<file path="src/rtl/spi_slave_out_pkg.sv">
// Shared constants for the SPI slave transmitter: idle line levels, FSM encoding
// and default sizing.
package spi_pkg;

  localparam logic SCK_IDLE = 1'b1;
  localparam logic CS_IDLE  = 1'b1;

  localparam logic [0:0] IDLE   = 1'b0;
  localparam logic [0:0] ACTIVE = 1'b1;

  localparam int DEF_BITS        = 4;
  localparam int DEF_SYNC_STAGES = 2;

endpackage

</file>
<file path="src/rtl/spi_slave_out_if.sv">
// Parallel load channel into the SPI slave transmitter (valid/ready handshake).
interface spi_slave_out_if #(
  parameter int BITS = spi_pkg::DEF_BITS
);

  logic [BITS-1:0] tx_data;
  logic            tx_valid;
  logic            tx_ready;

  modport master (output tx_data, output tx_valid, input tx_ready);
  modport slave  (input tx_data, input tx_valid, output tx_ready);

endinterface

</file>
<file path="src/rtl/spi_slave_out_sync_edge.sv">
// Multi-flop synchroniser with a trailing prev flop, giving the synced level and
// single-clk rise/fall strobes. Flops reset to RESET_VAL so no edge follows reset.
module sync_edge #(
  parameter int   STAGES    = spi_pkg::DEF_SYNC_STAGES,
  parameter logic RESET_VAL = 1'b1
) (
  input  logic clk,
  input  logic reset,
  input  logic d,
  output logic level,
  output logic rise,
  output logic fall
);

  logic [STAGES-1:0] sync_q, sync_d;
  logic              prev_q, prev_d;

  always_comb begin
    sync_d = {sync_q[STAGES-2:0], d};
    prev_d = sync_q[STAGES-1];
  end

  always_ff @(posedge clk or negedge reset) begin
    if (!reset) begin
      sync_q <= {STAGES{RESET_VAL}};
      prev_q <= RESET_VAL;
    end else begin
      sync_q <= sync_d;
      prev_q <= prev_d;
    end
  end

  assign level = sync_q[STAGES-1];
  assign rise  = level & ~prev_q;
  assign fall  = ~level & prev_q;

endmodule

</file>
<file path="src/rtl/spi_slave_out.sv">
// SPI slave transmitter (CPOL=1, active-low cs), MSB first, one-deep holding buffer.
// Optional SPI_SLAVE_MISO_INVERT_EN drives miso as the complement of the data bit.
module spi_slave_out
  import spi_pkg::*;
#(
  parameter int BITS        = DEF_BITS,
  parameter int SYNC_STAGES = DEF_SYNC_STAGES
) (
  input  logic                  clk,
  input  logic                  reset,
  spi_slave_out_if.slave        tx,
  input  logic                  sck,
  input  logic                  cs,
  output logic                  miso,
  output logic                  busy,
  output logic                  done,
  output logic                  underrun,
  output logic                  abort
);

  localparam int CW = $clog2(BITS + 1);
  localparam logic [CW-1:0] LAST = CW'(BITS - 1);

`ifdef SPI_SLAVE_MISO_INVERT_EN
  localparam logic MISO_INV = 1'b1;
`else
  localparam logic MISO_INV = 1'b0;
`endif

  logic sck_level, sck_rise, sck_fall;
  logic cs_level, cs_rise, cs_fall;

  sync_edge #(.STAGES(SYNC_STAGES), .RESET_VAL(SCK_IDLE)) u_sck_sync (
    .clk(clk), .reset(reset), .d(sck),
    .level(sck_level), .rise(sck_rise), .fall(sck_fall)
  );

  sync_edge #(.STAGES(SYNC_STAGES), .RESET_VAL(CS_IDLE)) u_cs_sync (
    .clk(clk), .reset(reset), .d(cs),
    .level(cs_level), .rise(cs_rise), .fall(cs_fall)
  );

  wire unused_sync = &{1'b0, sck_level, sck_fall, cs_level};

  logic [0:0]      state_q, state_d;
  logic [CW-1:0]   count_q, count_d;
  logic [BITS-1:0] shift_reg_q, shift_reg_d;
  logic [BITS-1:0] hold_data_q, hold_data_d;
  logic            hold_full_q, hold_full_d;
  logic            miso_q, miso_d;
  logic            done_q, done_d;
  logic            underrun_q, underrun_d;
  logic            abort_q, abort_d;
  logic            completing;

  // A word accepted in the same cycle as cs_fall stays buffered for the next transfer,
  // because the consume test looks only at the registered hold_full_q.
  always_comb begin
    state_d     = state_q;
    count_d     = count_q;
    shift_reg_d = shift_reg_q;
    hold_data_d = hold_data_q;
    hold_full_d = hold_full_q;
    done_d      = 1'b0;
    underrun_d  = 1'b0;
    abort_d     = 1'b0;
    completing  = 1'b0;

    if (tx.tx_valid && !hold_full_q) begin
      hold_data_d = tx.tx_data;
      hold_full_d = 1'b1;
    end

    case (state_q)
      IDLE: begin
        if (cs_fall) begin
          if (hold_full_q) begin
            shift_reg_d = hold_data_q;
            hold_full_d = 1'b0;
          end else begin
            shift_reg_d = '0;
            underrun_d  = 1'b1;
          end
          count_d = '0;
          state_d = ACTIVE;
        end
      end
      default: begin
        if (sck_rise) begin
          count_d     = count_q + 1'b1;
          shift_reg_d = {shift_reg_q[BITS-2:0], 1'b0};
          if (count_q == LAST) begin
            completing = 1'b1;
            done_d     = 1'b1;
            state_d    = IDLE;
          end
        end
        if (cs_rise && !completing) begin
          abort_d     = 1'b1;
          shift_reg_d = '0;
          state_d     = IDLE;
        end
      end
    endcase

    miso_d = shift_reg_d[BITS-1] ^ MISO_INV;
  end

  always_ff @(posedge clk or negedge reset) begin
    if (!reset) begin
      state_q     <= IDLE;
      count_q     <= '0;
      shift_reg_q <= '0;
      hold_data_q <= '0;
      hold_full_q <= 1'b0;
      miso_q      <= MISO_INV;
      done_q      <= 1'b0;
      underrun_q  <= 1'b0;
      abort_q     <= 1'b0;
    end else begin
      state_q     <= state_d;
      count_q     <= count_d;
      shift_reg_q <= shift_reg_d;
      hold_data_q <= hold_data_d;
      hold_full_q <= hold_full_d;
      miso_q      <= miso_d;
      done_q      <= done_d;
      underrun_q  <= underrun_d;
      abort_q     <= abort_d;
    end
  end

  assign tx.tx_ready = !hold_full_q;
  assign miso        = miso_q;
  assign busy        = (state_q == ACTIVE);
  assign done        = done_q;
  assign underrun    = underrun_q;
  assign abort       = abort_q;

endmodule

</file>
<file path="src/flat_wrapper.sv">
// flat-port wrapper written by rule: the top's interface ports become plain ports
module spi_slave_out_flat import spi_pkg::*;
#(
  parameter int BITS        = DEF_BITS,
  parameter int SYNC_STAGES = DEF_SYNC_STAGES
)
  (clk, reset, sck, cs, miso, busy, done, underrun, abort, tx_tx_data, tx_tx_valid, tx_tx_ready);
  spi_slave_out_if #(.BITS(BITS)) tx_i ();
  input  logic clk;
  input  logic reset;
  input  logic sck;
  input  logic cs;
  output logic miso;
  output logic busy;
  output logic done;
  output logic underrun;
  output logic abort;
  input wire logic [$bits(tx_i.tx_data)-1:0] tx_tx_data;
  input wire logic [$bits(tx_i.tx_valid)-1:0] tx_tx_valid;
  output wire logic [$bits(tx_i.tx_ready)-1:0] tx_tx_ready;
  assign tx_i.tx_data = tx_tx_data;
  assign tx_i.tx_valid = tx_tx_valid;
  assign tx_tx_ready = tx_i.tx_ready;
  spi_slave_out #(.BITS(BITS), .SYNC_STAGES(SYNC_STAGES)) u_core (.clk(clk), .reset(reset), .tx(tx_i), .sck(sck), .cs(cs), .miso(miso), .busy(busy), .done(done), .underrun(underrun), .abort(abort));
endmodule
</file>
<file path="config.mk">
export PLATFORM = sky130hd
export DESIGN_NAME = spi_slave_out_flat
export DESIGN_NICKNAME = d
export VERILOG_FILES = /design/src/rtl/spi_slave_out_pkg.sv /design/src/rtl/spi_slave_out_if.sv /design/src/rtl/spi_slave_out_sync_edge.sv /design/src/rtl/spi_slave_out.sv /design/src/flat_wrapper.sv
export SDC_FILE = /design/constraint.sdc
export NUM_CORES = 1
export LEC_CHECK = 0
export CAP_MARGIN = 10
export CORE_MARGIN = 4
export CORE_UTILIZATION = 55
export CTS_CLUSTER_SIZE = 8
export DETAILED_ROUTE_END_ITERATION = 8
export DONT_BUFFER_PORTS = 1
export GPL_TIMING_DRIVEN = 0
export PLACE_DENSITY = 0.7
export SKIP_CTS_REPAIR_TIMING = 1
export SLEW_MARGIN = 20
export SYNTH_ARGS = -nofsm -noshare
export SYNTH_HDL_FRONTEND = slang
export SYNTH_SLANG_ARGS = --single-unit
</file>
<file path="constraint.sdc">
create_clock -name clk -period 2.64 [get_ports clk]
set_clock_uncertainty 0.15 [all_clocks]
set_input_delay 0.396 -clock clk [delete_from_list [all_inputs] [get_ports clk]]
set_output_delay 0.396 -clock clk [all_outputs]
set_load 0.02 [all_outputs]
</file>
[Word level (Yosys, flattened, before mapping)]
Cells that the tools add are included.
Storage, ports and cells
  register bits: 22
  input port bits: 9
  output and inout bits: 6
  logic and storage cells: 56
Cells by class
  $add $sub $neg: 1
  equality and inequality tests: 3
  muxes and demuxes: 26
  bitwise operators: 6
  reduce and logical (&&, ||, !) cells: 7
Operator list (count)
  4-bit two-way mux: 5
  1-bit two-way mux: 18
  3-bit two-way mux: 3
  2-bit AND reduction: 2
  3-bit by 1-bit adder with 3-bit output (second input constant): 1
  1-bit bitwise AND: 3
  3-bit by 2-bit equality test with 1-bit output (second input constant): 1
  3-bit by 2-bit inequality test with 1-bit output (second input constant): 1
  1-bit inverter: 3
  1-bit logical AND: 2
  1-bit zero test: 2
  2-bit by 1-bit inequality test with 1-bit output (second input constant): 1
  2-bit nonzero test: 1

[Logic depth before layout (Yosys ltp)]
  word-level depth: 8
  mapped depth: 5
  mapped depth without buffers: 5

[Hierarchy]
Synthesis repeated with hierarchy kept, for this count alone.
Second synthesis, totals
  cells, all modules: 72
  area total of the unflattened synthesis: 924.6 um2
By module, submodules not included
  spi_slave_out: times used 1, cells each 62, area an instance 737.0 um2, sequential area each 400.4 um2
  sync_edge: times used 2, cells each 5, area an instance 93.8 um2, sequential area each 78.8 um2

[Worst setup path after synthesis]
OpenSTA, ideal clock, no wires.
  kind: reg-to-reg
  start: reg u_core.count_q[0]
  end: reg u_core.shift_reg_q[3]
  library setup time: 0.125 ns
  data arrival time: 1.490 ns
  data required time: 2.365 ns
  slack: 0.874 ns
  cell stages (with the launch flop): 6
  path buffers: 0
  period minus slack after synthesis: 1.766 ns
  cell sequence: dfrtp_1 -> ha_1 -> ha_1 -> and3_4 -> a221o_1 -> mux2_4
Between the ends
  cells in the longest elaborated chain, start to end: 8
  elaborated cells between the ends (all ways): 10
  classes of those cells: eq/ne: 2; mux: 5; reduce/logical: 3
Ends and longest elaborated chain
  start, declared: RTL line spi_slave_out.sv:46  | logic [CW-1:0] count_q, count_d;
  start signal, assigned: RTL line spi_slave_out.sv:122  | count_q <= count_d;
  3-bit by 2-bit equality test with 1-bit output (*): RTL line spi_slave_out.sv:92  | if (count_q == LAST) begin
  1-bit two-way mux (*): RTL line spi_slave_out.sv:92
  1-bit two-way mux (*): RTL line spi_slave_out.sv:89  | if (sck_rise) begin
  1-bit two-way mux (*): RTL line spi_slave_out.sv:74  | case (state_q)
  1-bit zero test (*): RTL line spi_slave_out.sv:98  | if (cs_rise && !completing) begin
  1-bit logical AND (*): RTL line spi_slave_out.sv:98
  3-bit by 2-bit inequality test with 1-bit output (no line) or 4-bit two-way mux (tied branches)
  2-bit AND reduction (no line) or 4-bit two-way mux (tied branches)
  end signal, assigned: RTL line spi_slave_out.sv:123  | shift_reg_q <= shift_reg_d;
  end, declared: RTL line spi_slave_out.sv:47  | logic [BITS-1:0] shift_reg_q, shift_reg_d;
Every way passes the cells marked *; elsewhere a longest branch is shown, timed or not. The select of a mux whose other input is x is not followed.
A chain may end at the register's enable or synchronous reset.

[Worst setup path in the final report]
  start: reg u_core.count_q[0]
  end: reg u_core.shift_reg_q[2]
Same word-level chain as after synthesis.

==> results.ini <==
[final_layout]
post-route-cell-area_um2=958
fin_nets=86
drive_above_1_share_pct=24.3
antenna_cells=0
regArea_um2=558
multi_input_area_um2=312
area_delta_synth_final_pct=8.65
nFillCells=129

[outcome]
status=completed

[yosys]
ys_seq_area_share_pct=63.3
ys_warn_count=0
yosysUniqueCellTypes=23
yosys.area.top_type_share_pct=45.4
synthTopCellsByCount=16 x dfrtp_1, 6 x dfstp_2, 6 x nand2_1
synth_edf_count=0
postSynthCellCount=67
synth_top_area_cell=dfrtp_1
synth_most_common_cell=dfrtp_1
synthFlopType=dfrtp_1
synth_fp_nets=78
ys_ff_latch=22
async_flop_share_pct=100
avgSynthCellArea_um2=13.2
yosys-top-cells-area=dfrtp_1 45%, dfstp_2 18%, mux2_4 5.1%
synth.cell_area_um2=882

[detailed_routing]
wl_per_cell_um=14.4
num_vias=515
postRouteWirelength_um=1290
first_pass_iters=4
viasPerCell=5.72
drc=0
drt_iter0_drc=10
postRouteAntennaNets=0

[cts]
clkSinkCount=22
numCtsBuffers=3
cts_tree=yes
clkTransAtPathRegs_ns=0.11
h-tree-depth=1
cts_root_buf=clkbuf_4
clk_latency_ns=0.29
clk_path_buf_depth=2

[critical_path]
crit_fanout=4
cp.arrival_ns=1.87
cp_cell_sequence=ha_1 -> ha_1 -> and3_4 -> a221o_1 -> mux2_4
critPathKind=register to register
crit_start=u_core.count_q[0]$_DFFE_PN0P_
end_kind=register
cp.required_ns=2.68
start_kind=register
timing.rr.start=u_core.count_q[0]$_DFFE_PN0P_
path_common_cell=ha_1
max_stage_delay_ns=0.41
slowest_stage=dfrtp_1

[global_route]
grt_pass1_vias=459
grt_pass1_wl_um=2030
grt_use_total_pct=13.2
grt_max_degree=23
antenna_found_initial=0
grt-ovfl-total=0

[timing]
rsz0062_at_grt=false
min_period_ns=1.83
max_freq_ghz=0.546
slew_viol_final=0
final.setup.worst_slack_ns=0.810
max_slew_margin_pct=39.8
timing_worst_slew_pin_value_ns=0.900
setup_tns_ns=0
hold_ws_ns=0.0725
min_period_over_period_pct=69.3
final_hold_viol_count=0
setup_viol=0

[job]
max_cap_violations=0

[hold_path]
min-delay-start=tx_tx_data[1]
hold_class=primary input to register

[placement]
post_dp_cell_area_um2=902
dp_hpwl_um=949
dpl_worst_slack_ns=0.809
io_buffers=0
gp_congestion=0.683

[floorplanning]
row_count=14
ioPinCount=15
core_area_um2=1510
die_y_um=48.0
die-area_um2=2310
start_util_pct=58.6
die_x_um=48.0

[power]
leakagePower_nw=0.451
total_power_mw=0.856
powerDensity_nw_per_um2=893
vdd_ir_drop_max_uv=490

[placed cells by master, fill, tap and decap left out, types with 4 or more instances in the layout]
cell type   n
dfrtp_1    16
dfstp_2     6
nand2_1     6
nand3_1     5
nor2_1      4
[registers in the layout, summed over array words and instances, names as in the netlist]
name / count
u_core.abort: 1
u_core.busy: 1
u_core.count_q: 3
u_core.done: 1
u_core.hold_data_q: 4
u_core.hold_full_q: 1
u_core.shift_reg_q: 4
u_core.u_cs_sync.prev_q: 1
u_core.u_cs_sync.sync_q: 2
u_core.u_sck_sync.prev_q: 1
u_core.u_sck_sync.sync_q: 2
u_core.underrun: 1
[layer usage]
metal / wire, um / GRT usage [%] / vias up
li1: - / - / 249
met1: 594 / 17.2 / 247
met2: 573 / 17.9 / 17
met3: 112 / 6.77 / 2
met4: 12 / 6.45 / 0
met5: 0 / 0 / -
[through the flow]
stage	cells	util (%)
after CTS	87	61.6
after floorplan	67	-
after global routing	90	63.6
after detailed placement	83	59.9
final	90	63.6
after global placement	83	59.9
[cell type report]
class	count	share of cell area (%)
sequential	22	58.2
multi-input combinational	42	32.5
timing repair buffer	3	3.13
clock buffer	4	2.74
tap	16	2.09
inverter	2	0.783
buffer	1	0.522
[worst max-delay path, delay by kind of cell (launching register included)]
family | cells | cell delay, ns
compound gates | 1 | 0.34
fa+ha+maj | 2 | 0.39
flops | 1 | 0.41
mux | 1 | 0.25
simple gates | 1 | 0.18
[final timing paths]
kind	to	slack, ns	cells after the start
min in group asynchronous	u_core.abort$_DFF_PN0_	0.51	1
max in group asynchronous	u_core.count_q[1]$_DFFE_PN0P_	1.27	1
min	u_core.hold_data_q[1]$_DFFE_PN0P_	0.07	1
max reg2reg	u_core.shift_reg_q[2]$_DFFE_PN0P_	0.81	5
max	u_core.shift_reg_q[2]$_DFFE_PN0P_	0.81	5
min reg2reg	u_core.u_cs_sync.sync_q[1]$_DFF_PN1_	0.21	0
[report_power, final]
group | leakage [nW] | internal (mW) | switching [mW]
registers | 0.267 | 0.426 | 0.0778
clock network | 0.0150 | 0.0587 | 0.0895
logic | 0.169 | 0.109 | 0.0950
total | 0.451 | 0.593 | 0.262
[cells by family (layout without fill, tap and decap cells)]
| logic type | count (synthesis) | in the layout | synth area share, % |
|---|---|---|---|
| adders and majority gates | 2 | 2 | 2.84 |
| and+or+nand+nor | 24 | 24 | 14.9 |
| muxes | 7 | 7 | 10.2 |
| DFF | 22 | 22 | 63.3 |
| buffers and inverters | 3 | 10 | 1.42 |
| AOI/OAI and AO/OA | 9 | 9 | 7.38 |
Power figures use the tool's default switching activity.
